## config.mk

```make
export PLATFORM = sky130hd
export DESIGN_NAME = counter_chain_sequencer
export DESIGN_NICKNAME = d
export VERILOG_FILES = /design/src/rtl/counter_chain_sequencer.sv
export SDC_FILE = /design/constraint.sdc
export NUM_CORES = 1
export LEC_CHECK = 0
export CAP_MARGIN = 5
export CORE_MARGIN = 2
export CORE_UTILIZATION = 45
export DETAILED_ROUTE_END_ITERATION = 10
export GPL_TIMING_DRIVEN = 0
export PLACE_DENSITY = 0.66
export SETUP_SLACK_MARGIN = 0.3
export SYNTH_ARGS = -nofsm -noshare
export SYNTH_HDL_FRONTEND = slang
export SYNTH_SLANG_ARGS = --single-unit
export TNS_END_PERCENT = 50
```

## constraint.sdc

```tcl
create_clock -name clk_in -period 9.8 [get_ports clk_in]
set_clock_uncertainty 0.05 [all_clocks]
set_input_delay 1.96 -clock clk_in [delete_from_list [all_inputs] [get_ports clk_in]]
set_output_delay 1.96 -clock clk_in [all_outputs]
set_load 0.01 [all_outputs]
```

## src/rtl/counter_chain_sequencer.sv

```systemverilog
// -----------------------------------------------------------------------------
// counter_chain_sequencer
//
// Run/stop/clear controller for a 3-stage cascaded 8-bit counter chain
// (e.g. sec/min/hour). A prescaler produces the stage-0 increment tick, and
// carries ripple combinationally from stage 0 to stage 1 to stage 2. All three
// stages update on the same clock edge. Each stage has a wrap limit that can be
// rewritten through a valid/ready config port. Writes are accepted only while
// the chain is not running.
//
// Build option:
//   SEQ_EXT_TICK_EN - when defined, the internal prescaler is removed and the
//                     stage-0 tick comes from tick_in, gated by RUN. PRESCALE
//                     is ignored in that build.
//
// Ports:
//   clk_in         in   1  system clock, posedge
//   rst_in         in   1  synchronous active-high reset
//   start_in       in   1  level: enter/stay RUN
//   stop_in        in   1  level: RUN -> PAUSE
//   clear_in       in   1  level: zero counts and prescaler, go IDLE
//   tick_in        in   1  external stage-0 enable (SEQ_EXT_TICK_EN only)
//   cfg_valid_in   in   1  config write request
//   cfg_ready_out  out  1  config write accepted when valid & ready
//   cfg_sel_in     in   2  stage select 0..2 (3 = handshake only)
//   cfg_limit_in   in   8  new wrap limit for the selected stage
//   stage0_out     out  8  stage-0 count
//   stage1_out     out  8  stage-1 count
//   stage2_out     out  8  stage-2 count
//   tick_out       out  1  1-cycle pulse in the cycle stage 0 shows its new value
//   carry_out      out  1  1-cycle pulse when stage 2 wraps to 0
//   state_out      out  2  00 IDLE, 01 RUN, 10 PAUSE
//
// States:
//   state | meaning
//   IDLE  | counts and prescaler at zero, config writes accepted
//   RUN   | prescaler advancing, chain counting, config writes stalled
//   PAUSE | counts and prescaler held, config writes accepted
// -----------------------------------------------------------------------------
module counter_chain_sequencer #(
  parameter int unsigned PRESCALE = 50_000_000,
  parameter logic [7:0]  LIM0_RST = 8'd60,
  parameter logic [7:0]  LIM1_RST = 8'd60,
  parameter logic [7:0]  LIM2_RST = 8'd24
) (
  input  logic       clk_in,
  input  logic       rst_in,
  input  logic       start_in,
  input  logic       stop_in,
  input  logic       clear_in,
`ifdef SEQ_EXT_TICK_EN
  input  logic       tick_in,
`endif
  input  logic       cfg_valid_in,
  output logic       cfg_ready_out,
  input  logic [1:0] cfg_sel_in,
  input  logic [7:0] cfg_limit_in,
  output logic [7:0] stage0_out,
  output logic [7:0] stage1_out,
  output logic [7:0] stage2_out,
  output logic       tick_out,
  output logic       carry_out,
  output logic [1:0] state_out
);

  typedef enum logic [1:0] {
    ST_IDLE  = 2'b00,
    ST_RUN   = 2'b01,
    ST_PAUSE = 2'b10
  } state_t;

  state_t     state;
  state_t     state_nxt;
  logic       tick;
  logic       cfg_accept;
  logic [7:0] lim0, lim1, lim2;
  logic [7:0] cnt0, cnt1, cnt2;
  logic       wrap0, wrap1, wrap2;
  logic       en0, en1, en2;
  logic       carry;

  // ---------------------------------------------------------------------------
  // Sequencing FSM
  // ---------------------------------------------------------------------------
  always_ff @(posedge clk_in) begin
    if (rst_in) state <= ST_IDLE;
    else        state <= state_nxt;
  end

  always_comb begin
    state_nxt = state;
    if (clear_in) begin
      state_nxt = ST_IDLE;
    end else begin
      case (state)
        ST_IDLE:  if (start_in) state_nxt = ST_RUN;
        ST_RUN:   if (stop_in)  state_nxt = ST_PAUSE;
        ST_PAUSE: begin
          // stop outranks start, so holding stop keeps the chain paused
          if (stop_in)       state_nxt = ST_PAUSE;
          else if (start_in) state_nxt = ST_RUN;
        end
        default:  state_nxt = ST_IDLE;
      endcase
    end
  end

  assign state_out     = state;
  assign cfg_ready_out = (state != ST_RUN);
  assign cfg_accept    = cfg_valid_in & cfg_ready_out;

  // ---------------------------------------------------------------------------
  // Stage-0 tick source
  // ---------------------------------------------------------------------------
`ifdef SEQ_EXT_TICK_EN
  assign tick = tick_in & (state == ST_RUN);
`else
  localparam int unsigned        PW         = (PRESCALE > 2) ? $clog2(PRESCALE) : 1;
  localparam logic [PW-1:0]      PRESC_LAST = PW'(PRESCALE - 1);

  logic [PW-1:0] presc;

  // Tick fires on the edge the prescaler wraps, so the first tick after
  // leaving IDLE lands PRESCALE cycles later.
  assign tick = (state == ST_RUN) && (presc == PRESC_LAST);

  always_ff @(posedge clk_in) begin
    if (rst_in || clear_in || state == ST_IDLE) begin
      presc <= '0;
    end else if (state == ST_RUN) begin
      presc <= tick ? '0 : presc + PW'(1);
    end
  end
`endif

  // ---------------------------------------------------------------------------
  // Wrap limits
  // ---------------------------------------------------------------------------
  always_ff @(posedge clk_in) begin
    if (rst_in) begin
      lim0 <= LIM0_RST;
      lim1 <= LIM1_RST;
      lim2 <= LIM2_RST;
    end else if (cfg_accept) begin
      case (cfg_sel_in)
        2'd0:    lim0 <= cfg_limit_in;
        2'd1:    lim1 <= cfg_limit_in;
        2'd2:    lim2 <= cfg_limit_in;
        default: ;
      endcase
    end
  end

  // ---------------------------------------------------------------------------
  // Counter chain
  // ---------------------------------------------------------------------------
  // count + 1 >= limit is count >= limit - 1 without the underflow at limit 0,
  // so limits 0 and 1 both pin the stage at 0 and wrap on every enable. A limit
  // lowered below the current count simply wraps on the next enable.
  assign wrap0 = ({1'b0, cnt0} + 9'd1) >= {1'b0, lim0};
  assign wrap1 = ({1'b0, cnt1} + 9'd1) >= {1'b0, lim1};
  assign wrap2 = ({1'b0, cnt2} + 9'd1) >= {1'b0, lim2};

  assign en0   = tick;
  assign en1   = en0 & wrap0;
  assign en2   = en1 & wrap1;
  assign carry = en2 & wrap2;

  always_ff @(posedge clk_in) begin
    if (rst_in || clear_in) begin
      cnt0      <= '0;
      cnt1      <= '0;
      cnt2      <= '0;
      tick_out  <= 1'b0;
      carry_out <= 1'b0;
    end else begin
      if (en0) cnt0 <= wrap0 ? 8'd0 : cnt0 + 8'd1;
      if (en1) cnt1 <= wrap1 ? 8'd0 : cnt1 + 8'd1;
      if (en2) cnt2 <= wrap2 ? 8'd0 : cnt2 + 8'd1;
      tick_out  <= tick;
      carry_out <= carry;
    end
  end

  assign stage0_out = cnt0;
  assign stage1_out = cnt1;
  assign stage2_out = cnt2;

endmodule

```

Word level (Yosys, flattened, before mapping)
Index checks and enable logic that the tools add are counted.
{"block": "classes", "n_addsub": 7, "multipliers": 0, "div": 0, "order_cmp": 3, "eq_ne": 7, "shifts": 0, "mux": 8, "bitwise": 4, "n_reduce_logical": 9}
{"op": "$add A8 B1 Y9 const B", "count": 3}
{"op": "$ge A9 B8 Y1", "count": 3}
{"op": "$add A26 B1 Y26 const B", "count": 1}
{"op": "$eq A26 B26 Y1 const B", "count": 1}
{"op": "$mux W26", "count": 1}
{"op": "$add A8 B1 Y8 const B", "count": 3}
{"op": "$mux W8", "count": 3}
{"op": "$mux W2", "count": 3}
{"op": "$pmux W2 S3", "count": 1}
{"op": "$reduce_and A2 Y1", "count": 3}
{"op": "$and A1 B1 Y1", "count": 4}
{"op": "$eq A2 B1 Y1 const B", "count": 2}
{"op": "$eq A2 B2 Y1 const B", "count": 2}
{"op": "$logic_not A2 Y1", "count": 2}
{"op": "$logic_or A1 B1 Y1", "count": 2}
{"op": "$ne A2 B1 Y1 const B", "count": 1}
{"op": "$ne A2 B2 Y1 const B", "count": 1}
{"op": "$reduce_or A2 Y1", "count": 1}
{"op": "$logic_and A1 B1 Y1", "count": 1}
{"block": "totals", "reg_bits": 78, "latch_bits": 0, "mem_bits_rw": 0, "romBits": 0, "input_bits": 16, "out_inout_bits": 29, "word_cells": 48, "n_memories": 0}

Depth between registers and ports, before layout
{"block": "depth", "depth_word": 5, "mapped_depth": 14, "ltp_nobuf": 12}

Worst setup path after synthesis
Ideal clock, no wire load.
{"block": "synth_path", "path_type": "input-to-reg", "startpoint": "input rst_in", "endpoint": "register cnt2[0], in the netlist stage2_out[0]", "setup_time_ps": 58, "arrival_ps": 3459, "required_time_ps": 9692, "slack_ps": 6233, "path_stages": 6, "n_path_buf": 2, "cell_sequence": "clkbuf_1 > or2_2 > clkbuf_1 > a311oi_1 > nor4b_1 > a21o_1"}
{"block": "synth_via", "elab_chain_len": 1}
{"item": "start, declared", "line": "47", "source": "input logic rst_in,"}
{"item": "$logic_or A1 B1 Y1", "line": "170", "source": "if (rst_in || clear_in) begin"}
{"item": "end signal, assigned", "line": "179", "source": "if (en2) cnt2 <= wrap2 ? 8'd0 : cnt2 + 8'd1;"}
{"item": "end, declared", "line": "77", "source": "logic [7:0] cnt0, cnt1, cnt2;"}
Every way passes these cells.
A chain may end at the register's enable or synchronous reset.

Final worst setup path
{"block": "layout_path", "startpoint": "register state[0], in the netlist state_out[0]", "endpoint": "output cfg_ready_out"}
{"block": "layout_via", "elab_chain_len": 1}
{"item": "start, declared", "line": "72", "source": "state_t state;"}
{"item": "start signal, assigned", "line": "87", "source": "else state <= state_nxt;"}
{"item": "$ne A2 B1 Y1", "line": "109", "source": "assign cfg_ready_out = (state != ST_RUN);"}
{"item": "end, declared", "line": "55", "source": "output logic cfg_ready_out,"}
Every way passes these cells.

==> impl_results.md <==
* Status: finished clean
* Multi-input gate area at between 2000 and 2500 sq um
* Worst reg2reg path depth at 14
* Drt pass-1 iters at 4
* Post-CTS Setup Bufs at 0
* Type of origin of the critical path: flip-flop
* Max_cap viols at 0
* Top-count cell post-synth: dfxtp_1
* Top_reg_cell synth: dfxtp_1
* CTS Buf Count at 9
* Pre-CTS setup slack at 5.614 ns
* Core Rows at 34
* Initial DRC Count at between 100 and 150
* Placeable Area at between 8000 and 9000 sq um
* Wire per inst at 13.62 um
* Final setup fails at 0
* Synth warnings at 0
* Routability cong. at ~0.81
* CP Class: reg2out
* CTS tree: yes
* Antenna diode count at 0
* CP max FO at 7
* Post-synth ARST share at 0%
* Crit end category: output pin
* CTS Hold Bufs at 0
* Clock power share at about 42%
* Worst setup margin at approximately 5.9 ns
* Pwr Total at roughly 0.62 mW
* F_max at 254.5 MHz
* Setup TNS at 0 ns
* Vias per Instance at about 5.4
* Clock Sinks at a little under 80
* Post-synthesis sequential area ratio at between 30% and 40%
* Post_cts resized at 0
* H-tree depth at 3
* Die area at slightly below 10,000 sq um
* Port-buffer cells at 43
* Tightest Pin Transition at about 0.84 ns
* Total routed wirelength at ~9000 um
* Die W at 99.06 um
* CTS max path bufs at 2
* Area contributors post-synth: dfxtp_1 38%, ha_1 8.6%, nor2_1 6.4%
* Synth-to-Final Area Change at 19.17%
* First-pass GRT wire length at ~15,000 um
* Vias in the first global route at approximately 3,300
* Gr ovfl total at 0
* Sequential Area at between 1500 and 2000 sq um
* Synthesized area at roughly 4100 sq um
* Final ANT Viol Nets at 0
* Die H at between 90 and 100 um
* Most instantiated cells after synthesis: 78 x dfxtp_1, 69 x nor2_1, 54 x nand2_1
* Pwr per Cell Area at approximately 130 nW/um^2
* Count of cell types in the netlist at 45
* Initial antenna violation count at 0
* Final Cell Area at 4846 sq um
* CP Data Required Time at around 8 ns
* Lkg Pwr at between 1.5 and 2 nW
* Syn_nets at 537
* Yosys top cell by area: dfxtp_1
* Clock Latency Late Sink at between 0.3 and 0.4 ns
* Int Power at about 0.48 mW
* Sequential Power Share at 52.2%
* Final Hold Viols at 0
* Clock slew at reported path FFs at 0.08 ns
* Fill cells at between 800 and 900
* Placed cells at 644
* Nets@finish at slightly below 600
* Mapped Cells at slightly below 500
* GRT Total Usage at about a fifth
* Syn Area/Cell at between 8 and 9 sq um
* Vias post-DR at about 3,500
* DP Wirelength at 6824 um
* Non-Filler Instances at 660
* Crit path launch: state_out[0]
* RSZ-0062 raised after global routing: no
* Switching part of the total at a little under a quarter
* Worst vdd rail ir drop at between 0.08 and 0.09 mV
* Yosys top cell area share at a little under two fifths
* Tmin final at between 3 and 4 ns
* Rel. slew slack at 43.45%
* DRC at 0
* Clk root buf: clkbuf_8
* Hold depth at 2
* Hold/Removal Path Class: reg2reg
* Largest net degree at the start of global routing at 14
* Layout cells sized above 1 at between 4 and 5%
* IO Pins at 45
* Placement Cell Area at approximately 4600 sq um
* Fraction of the cycle the final worst path needs at between 40% and 50%
* Psw at 0.1405 mW
* FF+latch count, synth at between 70 and 80
* Worst Path Arrival at 1.92 ns
* R2R Path Start: stage0_out[0]
* Post-synth EDFFs at 0
* Slew Viols, Final at 0
* Comb pwr share at under 10%
* Hold Crit Start: lim2[5]
* Initial core utilization at between 40 and 50%
==> logic make-up (layout without fill, tap and decap cells) <==
logic type | Yosys count | count (layout) | share of synthesized area (%)
AO/OA/AOI/OAI | 68 | 68 | 10.83
flip-flops | 78 | 78 | 38.40
buffers and inverters | 40 | 99 | 3.692
adder cells (fa/ha/maj) | 28 | 28 | 8.615
AND/OR/NAND/NOR | 229 | 229 | 27.54
XOR/XNOR | 45 | 45 | 9.692
multiplexers | 5 | 5 | 1.231
==> state kept, by name, indices dropped and copies added, names as in the netlist <==
name        flops
presc          26
lim0            8
lim1            8
lim2            8
stage0_out      8
stage1_out      8
stage2_out      8
state_out       2
carry_out       1
tick_out        1
==> power by group through the flow <==
stage | Clock, mW | Combinational, mW | Sequential (mW)
detailed placement | 0 | 0.0345 | 0.331
global placement | 0 | 0.0337 | 0.331
finish | 0.261 | 0.0346 | 0.324
floorplan | 0 | 0.0202 | 0.331
CTS | 0.268 | 0.0347 | 0.324
global route | 0.279 | 0.0391 | 0.324
==> per-layer routing <==
layer	wire length, um	GRT usage (%)	part of all wire [%]
met3	269	4.610	3.0
met5	0	0	0
met2	4473	33.11	50
met1	4085	22.69	45
met4	161	5.690	1.8
==> through the flow <==
step | utilization [%] | hold WS [ns]
after floorplan | - | 0.3863
after global placement | 52.86 | 0.3994
after detailed placement | 52.86 | 0.4012
after CTS | 55.30 | 0.4119
after global routing | 55.30 | 0.4305
final | 55.30 | 0.4079
==> path summary, 6_finish.rpt <==
path	slack (ns)	to
worst max-delay path	5.87	cfg_ready_out
worst min register to register	0.41	lim2[5]
worst max register to register	6.05	stage0_out[1]
worst min-delay path	0.41	lim2[5]
==> worst max-delay path, stage by stage, from the launching register on <==
cell and delay, ns:
dfxtp_1 0.50, nor2b_1 0.36, inv_1 0.19, clkdlybuf4s50_1 0.52
==> placed cells by master (no fill, tap or decap), types with 15 or more instances in the layout <==
| cell type | n |
|---|---|
| dfxtp_1 | 78 |
| nor2_1 | 69 |
| nand2_1 | 54 |
| clkdlybuf4s50_1 | 43 |
| nand3_1 | 33 |
| ha_1 | 28 |
| inv_1 | 26 |
| a21oi_1 | 26 |
| xor2_1 | 25 |
| xnor2_1 | 20 |
| clkbuf_1 | 15 |
==> area by class of cell <==
class | count | area share, %
inverter | 26 | 2.014
tap | 108 | 2.789
timing repair buffer | 43 | 8.882
clock buffer | 10 | 2.634
multi-input combinational | 375 | 48.59
sequential | 78 | 32.22
clock inverter | 6 | 1.782
buffer | 14 | 1.084
(Power assumes the default switching activity.)
